==> src/rtl/mmio_io_responder.sv <==
// Memory-mapped I/O responder for the 0xFFFFxxxx window: LED/7-seg registers, debounced
// switches and button with press latch, free-running cycle counter and 8-digit display scanner.
module mmio_io_responder #(
   parameter int unsigned DEBOUNCE_CYCLES = 500000,
   parameter int unsigned SCAN_CYCLES     = 100000
) (
   input  logic        clk,
   input  logic        rst,
   input  logic [31:0] addr,
   input  logic        ioRead,
   input  logic        ioWrite,
   input  logic [31:0] wdata,
   output logic [31:0] rdata,
   input  logic [15:0] sw,
   input  logic        btn,
   output logic [15:0] led,
   output logic [7:0]  seg_an,
   output logic [7:0]  seg_cat
);

   localparam logic [31:0] ADDR_LED = 32'hFFFF_FC00;
   localparam logic [31:0] ADDR_SW  = 32'hFFFF_FC10;
   localparam logic [31:0] ADDR_BTN = 32'hFFFF_FC20;
   localparam logic [31:0] ADDR_SEG = 32'hFFFF_FC30;
   localparam logic [31:0] ADDR_CNT = 32'hFFFF_FC40;

   localparam int unsigned DW = (DEBOUNCE_CYCLES > 1) ? $clog2(DEBOUNCE_CYCLES) : 1;
   localparam int unsigned SW_W = (SCAN_CYCLES > 1) ? $clog2(SCAN_CYCLES) : 1;
   localparam logic [DW-1:0]   DEB_LAST  = DW'(DEBOUNCE_CYCLES - 1);
   localparam logic [SW_W-1:0] SCAN_LAST = SW_W'(SCAN_CYCLES - 1);

   logic [31:0]     seg_data;
   logic [31:0]     cycle_cnt;
   logic [15:0]     sw_meta, sw_sync, sw_stable;
   logic            btn_meta, btn_sync, btn_stable;
   logic            btn_flag;
   logic [DW-1:0]   sw_cnt, btn_cnt;
   logic [SW_W-1:0] scan_cnt;
   logic [2:0]      digit_idx;

   logic wr_led, wr_seg, wr_cnt, rd_btn;
   logic sw_load, btn_load, btn_rise;

   assign wr_led = ioWrite && (addr == ADDR_LED);
   assign wr_seg = ioWrite && (addr == ADDR_SEG);
   assign wr_cnt = ioWrite && (addr == ADDR_CNT);
   assign rd_btn = ioRead  && (addr == ADDR_BTN);

   assign sw_load  = (sw_sync != sw_stable) && (sw_cnt == DEB_LAST);
   assign btn_load = (btn_sync != btn_stable) && (btn_cnt == DEB_LAST);
   assign btn_rise = btn_load && !btn_stable;

   function automatic logic [7:0] hex7seg(input logic [3:0] d);
      logic [7:0] c;
      case (d)
         4'h0: c = 8'hC0;
         4'h1: c = 8'hF9;
         4'h2: c = 8'hA4;
         4'h3: c = 8'hB0;
         4'h4: c = 8'h99;
         4'h5: c = 8'h92;
         4'h6: c = 8'h82;
         4'h7: c = 8'hF8;
         4'h8: c = 8'h80;
         4'h9: c = 8'h90;
         4'hA: c = 8'h88;
         4'hB: c = 8'h83;
         4'hC: c = 8'hC6;
         4'hD: c = 8'hA1;
         4'hE: c = 8'h86;
         default: c = 8'h8E;
      endcase
      return c;
   endfunction

   always_comb begin
      rdata = '0;
      if (ioRead) begin
         case (addr)
            ADDR_LED: rdata = {16'h0000, led};
            ADDR_SW:  rdata = {16'h0000, sw_stable};
            ADDR_BTN: rdata = {30'd0, btn_stable, btn_flag};
            ADDR_SEG: rdata = seg_data;
            ADDR_CNT: rdata = cycle_cnt;
            default:  rdata = '0;
         endcase
      end
   end

   // Bus-visible registers
   always_ff @(posedge clk or posedge rst) begin
      if (rst) begin
         led       <= '0;
         seg_data  <= '0;
         cycle_cnt <= '0;
         btn_flag  <= 1'b0;
      end else begin
         if (wr_led) led <= wdata[15:0];
         if (wr_seg) seg_data <= wdata;
         cycle_cnt <= wr_cnt ? 32'd0 : cycle_cnt + 32'd1;
         // A press landing on the clearing read must not be lost
         if (btn_rise)    btn_flag <= 1'b1;
         else if (rd_btn) btn_flag <= 1'b0;
      end
   end

   always_ff @(posedge clk or posedge rst) begin
      if (rst) begin
         sw_meta   <= '0;
         sw_sync   <= '0;
         sw_stable <= '0;
         sw_cnt    <= '0;
      end else begin
         sw_meta <= sw;
         sw_sync <= sw_meta;
         if (sw_sync == sw_stable) begin
            sw_cnt <= '0;
         end else if (sw_load) begin
            sw_stable <= sw_sync;
            sw_cnt    <= '0;
         end else begin
            sw_cnt <= sw_cnt + 1'b1;
         end
      end
   end

   always_ff @(posedge clk or posedge rst) begin
      if (rst) begin
         btn_meta   <= 1'b0;
         btn_sync   <= 1'b0;
         btn_stable <= 1'b0;
         btn_cnt    <= '0;
      end else begin
         btn_meta <= btn;
         btn_sync <= btn_meta;
         if (btn_sync == btn_stable) begin
            btn_cnt <= '0;
         end else if (btn_load) begin
            btn_stable <= btn_sync;
            btn_cnt    <= '0;
         end else begin
            btn_cnt <= btn_cnt + 1'b1;
         end
      end
   end

   // Display scanner; outputs lag the index by one register stage
   always_ff @(posedge clk or posedge rst) begin
      if (rst) begin
         scan_cnt  <= '0;
         digit_idx <= '0;
         seg_an    <= 8'hFF;
         seg_cat   <= 8'hFF;
      end else begin
         if (scan_cnt == SCAN_LAST) begin
            scan_cnt  <= '0;
            digit_idx <= digit_idx + 3'd1;
         end else begin
            scan_cnt <= scan_cnt + 1'b1;
         end
         seg_an  <= ~(8'd1 << digit_idx);
         seg_cat <= hex7seg(seg_data[{digit_idx, 2'b00} +: 4]);
      end
   end

endmodule

==> config.mk <==
export PLATFORM = sky130hd
export DESIGN_NAME = mmio_io_responder
export DESIGN_NICKNAME = d
export VERILOG_FILES = /design/src/rtl/mmio_io_responder.sv
export SDC_FILE = /design/constraint.sdc
export NUM_CORES = 1
export LEC_CHECK = 0
export CORE_MARGIN = 3
export CORE_UTILIZATION = 25
export CTS_BUF_LIST = sky130_fd_sc_hd__clkbuf_2
export CTS_CLUSTER_SIZE = 28
export DETAILED_ROUTE_END_ITERATION = 8
export GPL_ROUTABILITY_DRIVEN = 0
export PLACE_DENSITY = 0.53
export SYNTH_ARGS = -nofsm -noshare
export SYNTH_HDL_FRONTEND = slang
export SYNTH_SLANG_ARGS = --single-unit
==> constraint.sdc <==
create_clock -name clk -period 6 [get_ports clk]
set_clock_uncertainty 0.2 [all_clocks]
set_input_delay 0.6 -clock clk [delete_from_list [all_inputs] [get_ports clk]]
set_output_delay 0.6 -clock clk [all_outputs]
set_load 0.02 [all_outputs]
==> Yosys cells after proc, flatten, opt, wreduce, memory -nomap -nowiden <==
Memories as Yosys holds them, arrays and structs flattened. A register that Yosys moved wholly into a read port is not among the register bits.
Cells that the tools add are included.
{ "classes": {"bitwise": 3, "n_reduce_logical": 11, "shift": 2, "n_eq_ne": 12, "n_mux": 10, "n_addsub": 5} }
{ "ops": {"columns": ["operator", "count"], "rows": [
  ["equality test 32 bit, second input constant", 5],
  ["one-hot mux 32 bit (5 select lines)", 1],
  ["two-way mux 19 bit", 4],
  ["two-way mux 32 bit", 2],
  ["adder 19 x 1 -> 19 bit, second input constant", 2],
  ["equality test 19 bit, second input constant", 2],
  ["adder 32 x 1 -> 32 bit, second input constant", 1],
  ["variable part select 32 x 6 -> 4 bit", 1],
  ["adder 17 x 1 -> 17 bit, second input constant", 1],
  ["equality test 17 bit, second input constant", 1],
  ["two-way mux 17 bit", 1],
  ["equality test 16 bit", 1],
  ["inequality test 16 bit", 1],
  ["inverter 8 bit", 1],
  ["<< shifter 1 x 3 -> 8 bit, first input constant", 1],
  ["logical AND 1 bit", 7],
  ["AND reduction 2 bit", 2],
  ["adder 3 x 1 -> 3 bit, second input constant", 1],
  ["two-way mux 1 bit", 2],
  ["inverter 1 bit", 2],
  ["nonzero test 2 bit", 1],
  ["equality test 1 bit", 1],
  ["logical NOT 1 bit", 1],
  ["inequality test 1 bit", 1]
]} }
{ "totals": {"inputBits": 85, "mem_bits_ro": 112, "n_memories": 1, "register_bits": 206, "word_cells": 60, "output_inout_bits": 64} }
{ "memory_table": {"columns": ["name", "depth", "width", "read_ports", "rd_clocked_by_memory_dff", "wr", "line_no", "text"], "rows": [
  ["(name not given)", 16, 7, 1, 1, 0, "55", "case (d)"]
]} }

==> Logic depth before layout (Yosys ltp) <==
Gate-level depths: netlist of run 1.
{ "logic_depth": {"depth_word": 4, "mapped_depth": 9, "depth_no_buf": 8} }

==> Worst setup path before layout of run 1 <==
Ideal clock, no wire load.
{ "synth_path": {"kind": "in2out", "start": "in addr[1]", "end": "out rdata[23]", "slack_ns": 2.868, "required_time_ns": 5.200, "path_buffers": 1, "t_arrival_ns": 2.332, "path_stages": 6, "cell_sequence": "nor4_2 -> or3b_4 -> nor4_4 -> buf_2 -> a22oi_1 -> nor2_1"} }
{ "synth_between": {"elab_chain_len": 3, "word_cells_on_any_way": 7, "classes_between": "eq/ne (5); mux (2)"} }
{ "synth_rtl": {"columns": ["element", "line_no", "text"], "rows": [
  ["start, declared", "9", "input logic [31:0] addr,"],
  ["equality test 32 bit", "79", "case (addr)"],
  ["one-hot mux 32 bit (5 select lines) (*)", "79", null],
  ["two-way mux 32 bit (*)", "78", "if (ioRead) begin"],
  ["end, declared", "13", "output logic [31:0] rdata,"]
]} }
Every way passes the cells marked *; elsewhere a longest branch is shown, timed or not.

==> Worst setup path in the final report of run 1 <==
{ "layout_path": {"start": "in addr[1]", "end": "out rdata[29]"} }
Same word-level chain as after synthesis.

==> metrics.md, run 1 <==
| Metric | Value |
|---|---|
| Synth warn | `0` |
| Drt drc | `0` |
| Crit-path most repeated cell | `clkdlybuf4s50_1` |
| Cell area after synthesis | `9620 µm²` |
| Inst Count DP | `1471` |
| Die Ht | `202 µm` |
| HP Start | `sw_meta[4]$_DFF_PP0_` |
| Yosys top cell area share | `49.4%` |
| H-tree depth | `2` |
| Detail Route Antenna Nets | `0` |
| Antenna violations before repair | `4` |
| CP max stage cell | `nor4_4` |
| Nets | `1139` |
| Slack of the critical path | `1.29 ns` |
| Gr usage total | `13.3%` |
| Final-report max-slew violation count | `0` |
| Worst r2r src | `sw_stable[2]$_DFFE_PP0P_` |
| Clock slew at reported path FFs | `0.09 ns` |
| Die area | `40900 µm²` |
| Global-route wire length before repair | `42100 µm` |
| Hold crit path type | `flop to flop` |
| Slew Limit Headroom | `25.0%` |
| WL final | `27200 µm` |
| Ys flop type | `dfrtp_1` |
| Peak VDD IR | `89.0 µV` |
| Seq/Total Area, Yosys | `53.5%` |
| Die Span X | `202 µm` |
| Crit path kind | `primary input to output port` |
| Row count | `71` |
| CTS buffer count | `58` |
| Number of synthesized flops with an enable pin | `0` |
| R2R cell count | `5` |
| Layout Utilization | `32.8%` |
| Max clock buf depth | `3` |
| IO Pins | `149` |
| Cell variety after synth | `57` |
| Number of max-cap violations | `0` |
| # hold bufs at CTS | `18` |
| Status | `finished clean` |
| CTS resizes | `0` |
| Worst Path Max Fanout | `16` |
| Compound-gate portion of the synthesized area | `4.92%` |
| CTS tree | `built` |
| Gr ovfl total | `0` |
| Port Buffers | `147` |
| Hold Fails Final Rpt | `0` |
| Vias | `7183` |
| Share of layout cells above drive strength 1 | `20.7%` |
| Synthesized flop and latch total | `205` |
| 1st-iter DRT viols | `446` |
| Worst skew pair latency | `0.85 ns` |
| Hold EP | `sw_sync[4]$_DFF_PP0_` |
| Syn_area_per_cell | `11.6 µm²` |
| Largest net degree at the start of global routing | `165` |
| Largest family of logic cells by synthesized area | `simple AND/OR/NAND/NOR gates` |
| CP Data Arrival Time | `3.91 ns` |
| DP HPWL | `19700 µm` |
| Reg2reg setup slack | `3.08 ns` |
| Crit-path leading delay family | `simple AND/OR/NAND/NOR gates` |
| Startpoint type of the worst setup path | `primary input` |
| Finished Layout Cells | `1597` |
| # setup viols final | `0` |
| Vias in the first global route | `7244` |
| XOR/XNOR share of the synthesized area | `8.29%` |
| Final critical-path share of the clock period | `78.5%` |
| Via/cell ratio | `4.50` |
| Post-synthesis adder-cell area fraction | `2.08%` |
| Critical-path cell list | `clkdlybuf4s50_1 > nor4_2 > or3b_4 > nor4_4 > a22oi_1 > nor2_1 > clkdlybuf4s50_1` |
| Multiplexer share of the synthesized area | `13.0%` |
| Core area | `37800 µm²` |
| RSZ-0062 raised after global routing | `no` |
| Post-synthesis simple-gate area fraction | `16.1%` |
| Synth-to-Final Area Change | `28.8%` |
| Worst Hold Depth | `0` |
| Critical Path End Type | `output port` |
| Fillers | `3891` |
| Setup_tns | `0 ns` |
| Fin crit period | `4.71 ns` |
| Async S/R FF share, synth | `100%` |
| Critical Path RT | `5.20 ns` |
| Ranking of synthesized cells by area | `dfrtp_1 49%, mux2_2 8.1%, xor2_1 5.7%` |
| Root Buffer | `clkbuf_2` |
| CTS sink count | `205` |
| P_leak | `5.42 nW` |
| Critical path's largest stage delay | `0.99 ns` |
| Synth area leader | `dfrtp_1` |
| DR WL/cell | `17.0 µm` |
| Initial Utilization | `25.5%` |
| Syn Nets | `933` |
| Pwr/cell area | `207 nW/µm²` |
| Pre-CTS setup slack | `1.29 ns` |
| Slew @ Worst Pin | `1.12 ns` |
| F_max | `212 MHz` |
| Total power | `2.56 mW` |
| Buffers & Inverters on Critical Path | `2` |
| Post-synthesis cell count | `832` |
| DRT Pass-1 Iters | `5` |
| Post-CTS Repair Setup Buffers | `0` |
| RR Endpoint | `sw_stable[1]$_DFFE_PP0P_` |
cell type report:
class	instances	area (µm²)	share of cell area, %
flip-flops and latches	205	5150	41.6
clock inverters	16	63.8	0.515
repair buffers	175	1740	14.0
clock buffers	89	445	3.60
diodes	3	7.51	0.0606
well taps	511	639	5.16
multi-input cells	581	4280	34.5
inverters	17	67.6	0.545
cell families (layout without fill, tap and decap cells):
kind of cell / Yosys count / after routing
simple gates: 303 / 303
flops: 205 / 205
mux: 100 / 100
xor+xnor: 91 / 91
compound gates: 70 / 70
buf+inv: 46 / 297
fa+ha+maj: 16 / 16
other cells: 1 / 4
report_power, final:
part | internal [mW] | switching (mW) | total (mW)
clock | 0.393 | 0.601 | 0.994
combinational | 0.0767 | 0.0629 | 0.140
sequential | 1.41 | 0.0208 | 1.43
worst reg2reg max path, delay by kind of cell, from the launching register on:
family,cells,cell delay [ns]
simple gates,3,1.55
flops,1,0.44
mux,1,0.41
xor+xnor,1,0.17
synth_stat cells (all sizes together), types with 11 or more instances:
cell    instances
dfrtp         190
xor2           63
buf            17
ha             16
clkbuf         12
a22oi          28
a21oi          19
nor2          113
o21ai          11
nand3          41
nor3           13
inv            17
mux2           80
xnor2          28
nor4           13
dfstp          15
mux2i          12
nand4          27
nand2          52
cells in the final DEF (no fill, tap or decap), types with 15 or more instances in the layout:
cell and count:
a21oi_1 19, a22oi_1 28, clkbuf_2 89, clkdlybuf4s50_1 147, dfrtp_1 190, dfstp_2 15, dlygate4sd3_1 18, ha_1 16
inv_1 15, mux2_2 69, nand2_1 52, nand3_1 40, nand4_1 27, nor2_1 112, xnor2_1 28, xor2_1 63
worst max path at each step:
stage                     slack, ns                    to  depth (start not counted)    start
after CTS                      1.29             rdata[31]                          7  addr[1]
after global routing           1.08             rdata[31]                          7  addr[1]
after global placement         1.34             rdata[25]                          7  addr[1]
final                          1.29             rdata[29]                          7  addr[1]
after floorplan                2.55  btn_cnt[0]$_DFF_PP0_                          1      rst
after detailed placement       1.29             rdata[31]                          7  addr[1]
registers in the layout, summed over array words and instances (netlist names), 17 cells and up:
register / count
btn_cnt: 19
sw_cnt: 19
scan_cnt: 17
seg_data: 32
cycle_cnt: 32
routing by layer:
| layer | wire length (µm) | vias to the layer above | global-route usage (%) | part of all wire [%] |
|---|---|---|---|---|
| li1 | - | 3398 | - | - |
| met1 | 11700 | 3544 | 16.8 | 43 |
| met2 | 13200 | 182 | 22.0 | 49 |
| met3 | 1530 | 57 | 3.37 | 5.6 |
| met4 | 789 | 2 | 4.97 | 2.9 |
| met5 | 17 | - | 0 | 0.062 |
per-stage QoR:
step,area [µm²],hold WS (ns)
floorplan,9620,0.131
global placement,11700,0.132
detailed placement,11700,0.136
CTS,12400,0.0152
global route,12400,0.0450
finish,12400,0.142
No activity file was read; power rests on OpenSTA's default activity.
==> run 2: changes to the inputs <==
--- a/config.mk
+++ b/config.mk
@@ -11,7 +11,7 @@
 export CTS_CLUSTER_SIZE = 28
 export DETAILED_ROUTE_END_ITERATION = 8
 export GPL_ROUTABILITY_DRIVEN = 0
-export PLACE_DENSITY = 0.53
+export PLACE_DENSITY = 0.51
 export SYNTH_ARGS = -nofsm -noshare
 export SYNTH_HDL_FRONTEND = slang
 export SYNTH_SLANG_ARGS = --single-unit
==> constraint.sdc (replaced) <==
create_clock -name clk -period 4.8 [get_ports clk]
set_clock_uncertainty 0.2 [all_clocks]
set_input_delay 0.48 -clock clk [delete_from_list [all_inputs] [get_ports clk]]
set_output_delay 0.48 -clock clk [all_outputs]
set_load 0.02 [all_outputs]
==> metrics.md, run 2 (same netlist as run 1, synthesis figures left out) <==
| Metric | Value |
|---|---|
| 1st-iter DRT viols | `321 (-28%)` |
| Die Span X | `202 µm (unchanged)` |
| Max Used Layer | `met4` |
| CTS sink count | `205 (unchanged)` |
| Largest regs | `cycle_cnt x32, seg_data x32` |
| Slew @ Worst Pin | `0.826 ns (-0.291 ns)` |
| Row count | `71 (unchanged)` |
| # setup viols final | `0 (unchanged)` |
| Routed wl met3 | `1450 µm (-5.3%)` |
| Crit path from | `addr[1]` |
| Peak VDD IR | `92.7 µV (+4.1%)` |
| RR Endpoint | `seg_cat[3]$_DFF_PP1_` |
| Most frequent cells in the layout | `190 x dfrtp_1, 147 x clkdlybuf4s50_1, 112 x nor2_1` |
| Status | `finished clean` |
| Setup_tns | `0 ns (unchanged)` |
| DR WL/cell | `17.1 µm (+0.19%)` |
| Via/cell ratio | `4.45 (-1.0%)` |
| Largest net degree at the start of global routing | `155 (-6.1%)` |
| Max clock buf depth | `3 (unchanged)` |
| RSZ-0062 raised after global routing | `no` |
| Reg2reg setup slack | `1.88 ns (-1.20 ns)` |
| Met2 WL | `13100 µm (-0.76%)` |
| Detail Route Antenna Nets | `0 (unchanged)` |
| Worst r2r src | `digit_idx[0]$_DFFE_PP0N_` |
| Finished Layout Cells | `1598 (+0.063%)` |
| Initial Utilization | `25.5% (unchanged)` |
| Die Ht | `202 µm (unchanged)` |
| Gr ovfl total | `0 (unchanged)` |
| CTS buffer count | `55 (-5.2%)` |
| Startpoint type of the worst setup path | `primary input` |
| Synth-to-Final Area Change | `29.2%` |
| Gr usage total | `13.3% (+0.083 points)` |
| DRT Pass-1 Iters | `4 (-1)` |
| Hold crit path type | `primary input to flop` |
| Pwr/cell area | `256 nW/µm² (+24%)` |
| HP Start | `wdata[9]` |
| F_max | `244 MHz` |
| DP HPWL | `19800 µm (+0.93%)` |
| Fin crit period | `4.10 ns` |
| Critical Path End Type | `output port` |
| Final hold slack | `0.118 ns (-0.0238 ns)` |
| Core area | `37800 µm² (unchanged)` |
| Root Buffer | `clkbuf_2` |
| Number of max-cap violations | `0 (unchanged)` |
| Most common cell after layout, fill and taps aside | `dfrtp_1` |
| Drt drc | `0 (unchanged)` |
| Hold EP | `led[9]$_DFFE_PP0P_` |
| Final-report max-slew violation count | `0 (unchanged)` |
| Nets | `1143 (+0.35%)` |
| Share of layout cells above drive strength 1 | `20.9% (+0.26 points)` |
| CP Data Arrival Time | `3.42 ns (-0.49 ns)` |
| H-tree depth | `2 (unchanged)` |
| Hold Fails Final Rpt | `0 (unchanged)` |
| Worst skew pair latency | `0.82 ns (-0.03 ns)` |
| Worst Hold Depth | `2 (+2)` |
| Vias in the first global route | `7499 (+3.5%)` |
| Worst Path Max Fanout | `9 (-7)` |
| Critical Path RT | `4.12 ns (-1.08 ns)` |
| CTS tree | `built` |
| Antenna violations before repair | `3 (-1)` |
| Vias | `7113 (-0.97%)` |
| Global-route wire length before repair | `42800 µm (+1.7%)` |
| Port Buffers | `147 (unchanged)` |
| R2R cell count | `8 (+3)` |
| Die area | `40900 µm² (unchanged)` |
| Total power | `3.18 mW (+24%)` |
| IO Pins | `149 (unchanged)` |
| Final critical-path share of the clock period | `85.4%` |
| Clock slew at reported path FFs | `0.11 ns (+0.02 ns)` |
| M1 WL | `11900 µm (+1.9%)` |
| Crit path kind | `primary input to output port` |
| Slew Limit Headroom | `44.9% (+20 points)` |
| WL final | `27300 µm (+0.25%)` |
| Inst Count DP | `1474 (+0.20%)` |
| P_leak | `5.44 nW (+0.36%)` |
==> run 2: worst max-delay path, cell delays in order <==
cell             delay (ns)
clkdlybuf4s50_1        0.41
nor4_2                 0.49
or3b_4                 0.49
nor3_4                 0.42
buf_4                  0.28
nand2_1                0.07
a21oi_1                0.15
clkdlybuf4s50_1        0.63
==> run 2: layer usage <==
metal,up-vias,global-route usage (%)
met4,0,5.57
met1,3500,17.1
met3,50,2.79
met5,-,0
li1,3388,-
met2,175,22.0
==> run 2: layout make-up <==
type / count / area (µm²)
Antenna cell: 3 / 7.51
Clock buffer: 91 / 455
Clock inverter: 8 / 35.0
Fill cell: 3868 / 25300
Inverter: 17 / 67.6
Multi-Input combinational cell: 581 / 4280
Sequential cell: 205 / 5150
Tap cell: 511 / 639
Timing Repair Buffer: 182 / 1800
==> run 2: repair_timing <==
action	4_1_cts	5_1_grt
resized for setup	0	0
setup buffers	0	0
hold buffers	22	0
endpoints found under the setup margin	0	0
endpoints found under the hold margin	42	0
==> run 2: how the worst max path moves through the flow <==
stage	endpoint	slack [ns]	depth (start not counted)
finish	rdata[4]	0.70	8
global route	rdata[4]	0.57	8
CTS	rdata[3]	0.71	8
detailed placement	rdata[3]	0.72	8
global placement	rdata[3]	0.77	8
floorplan	btn_cnt[0]$_DFF_PP0_	1.47	1
==> run 2: where the power goes <==
group          total (mW)  internal (mW)  switching (mW)
Sequential           1.78           1.76          0.0262
Combinational       0.180         0.0987          0.0818
Clock                1.22          0.491           0.728
==> run 2: stage by stage <==
| stage | utilization, % | setup slack [ns] | cell area (µm²) |
|---|---|---|---|
| after global placement | 31.0 | 0.773 | 11700 |
| after CTS | 32.9 | 0.710 | 12400 |
| final | 32.9 | 0.702 | 12400 |
| after detailed placement | 31.0 | 0.719 | 11700 |
| after global routing | 32.9 | 0.571 | 12400 |
| after floorplan | - | 1.47 | 9620 |
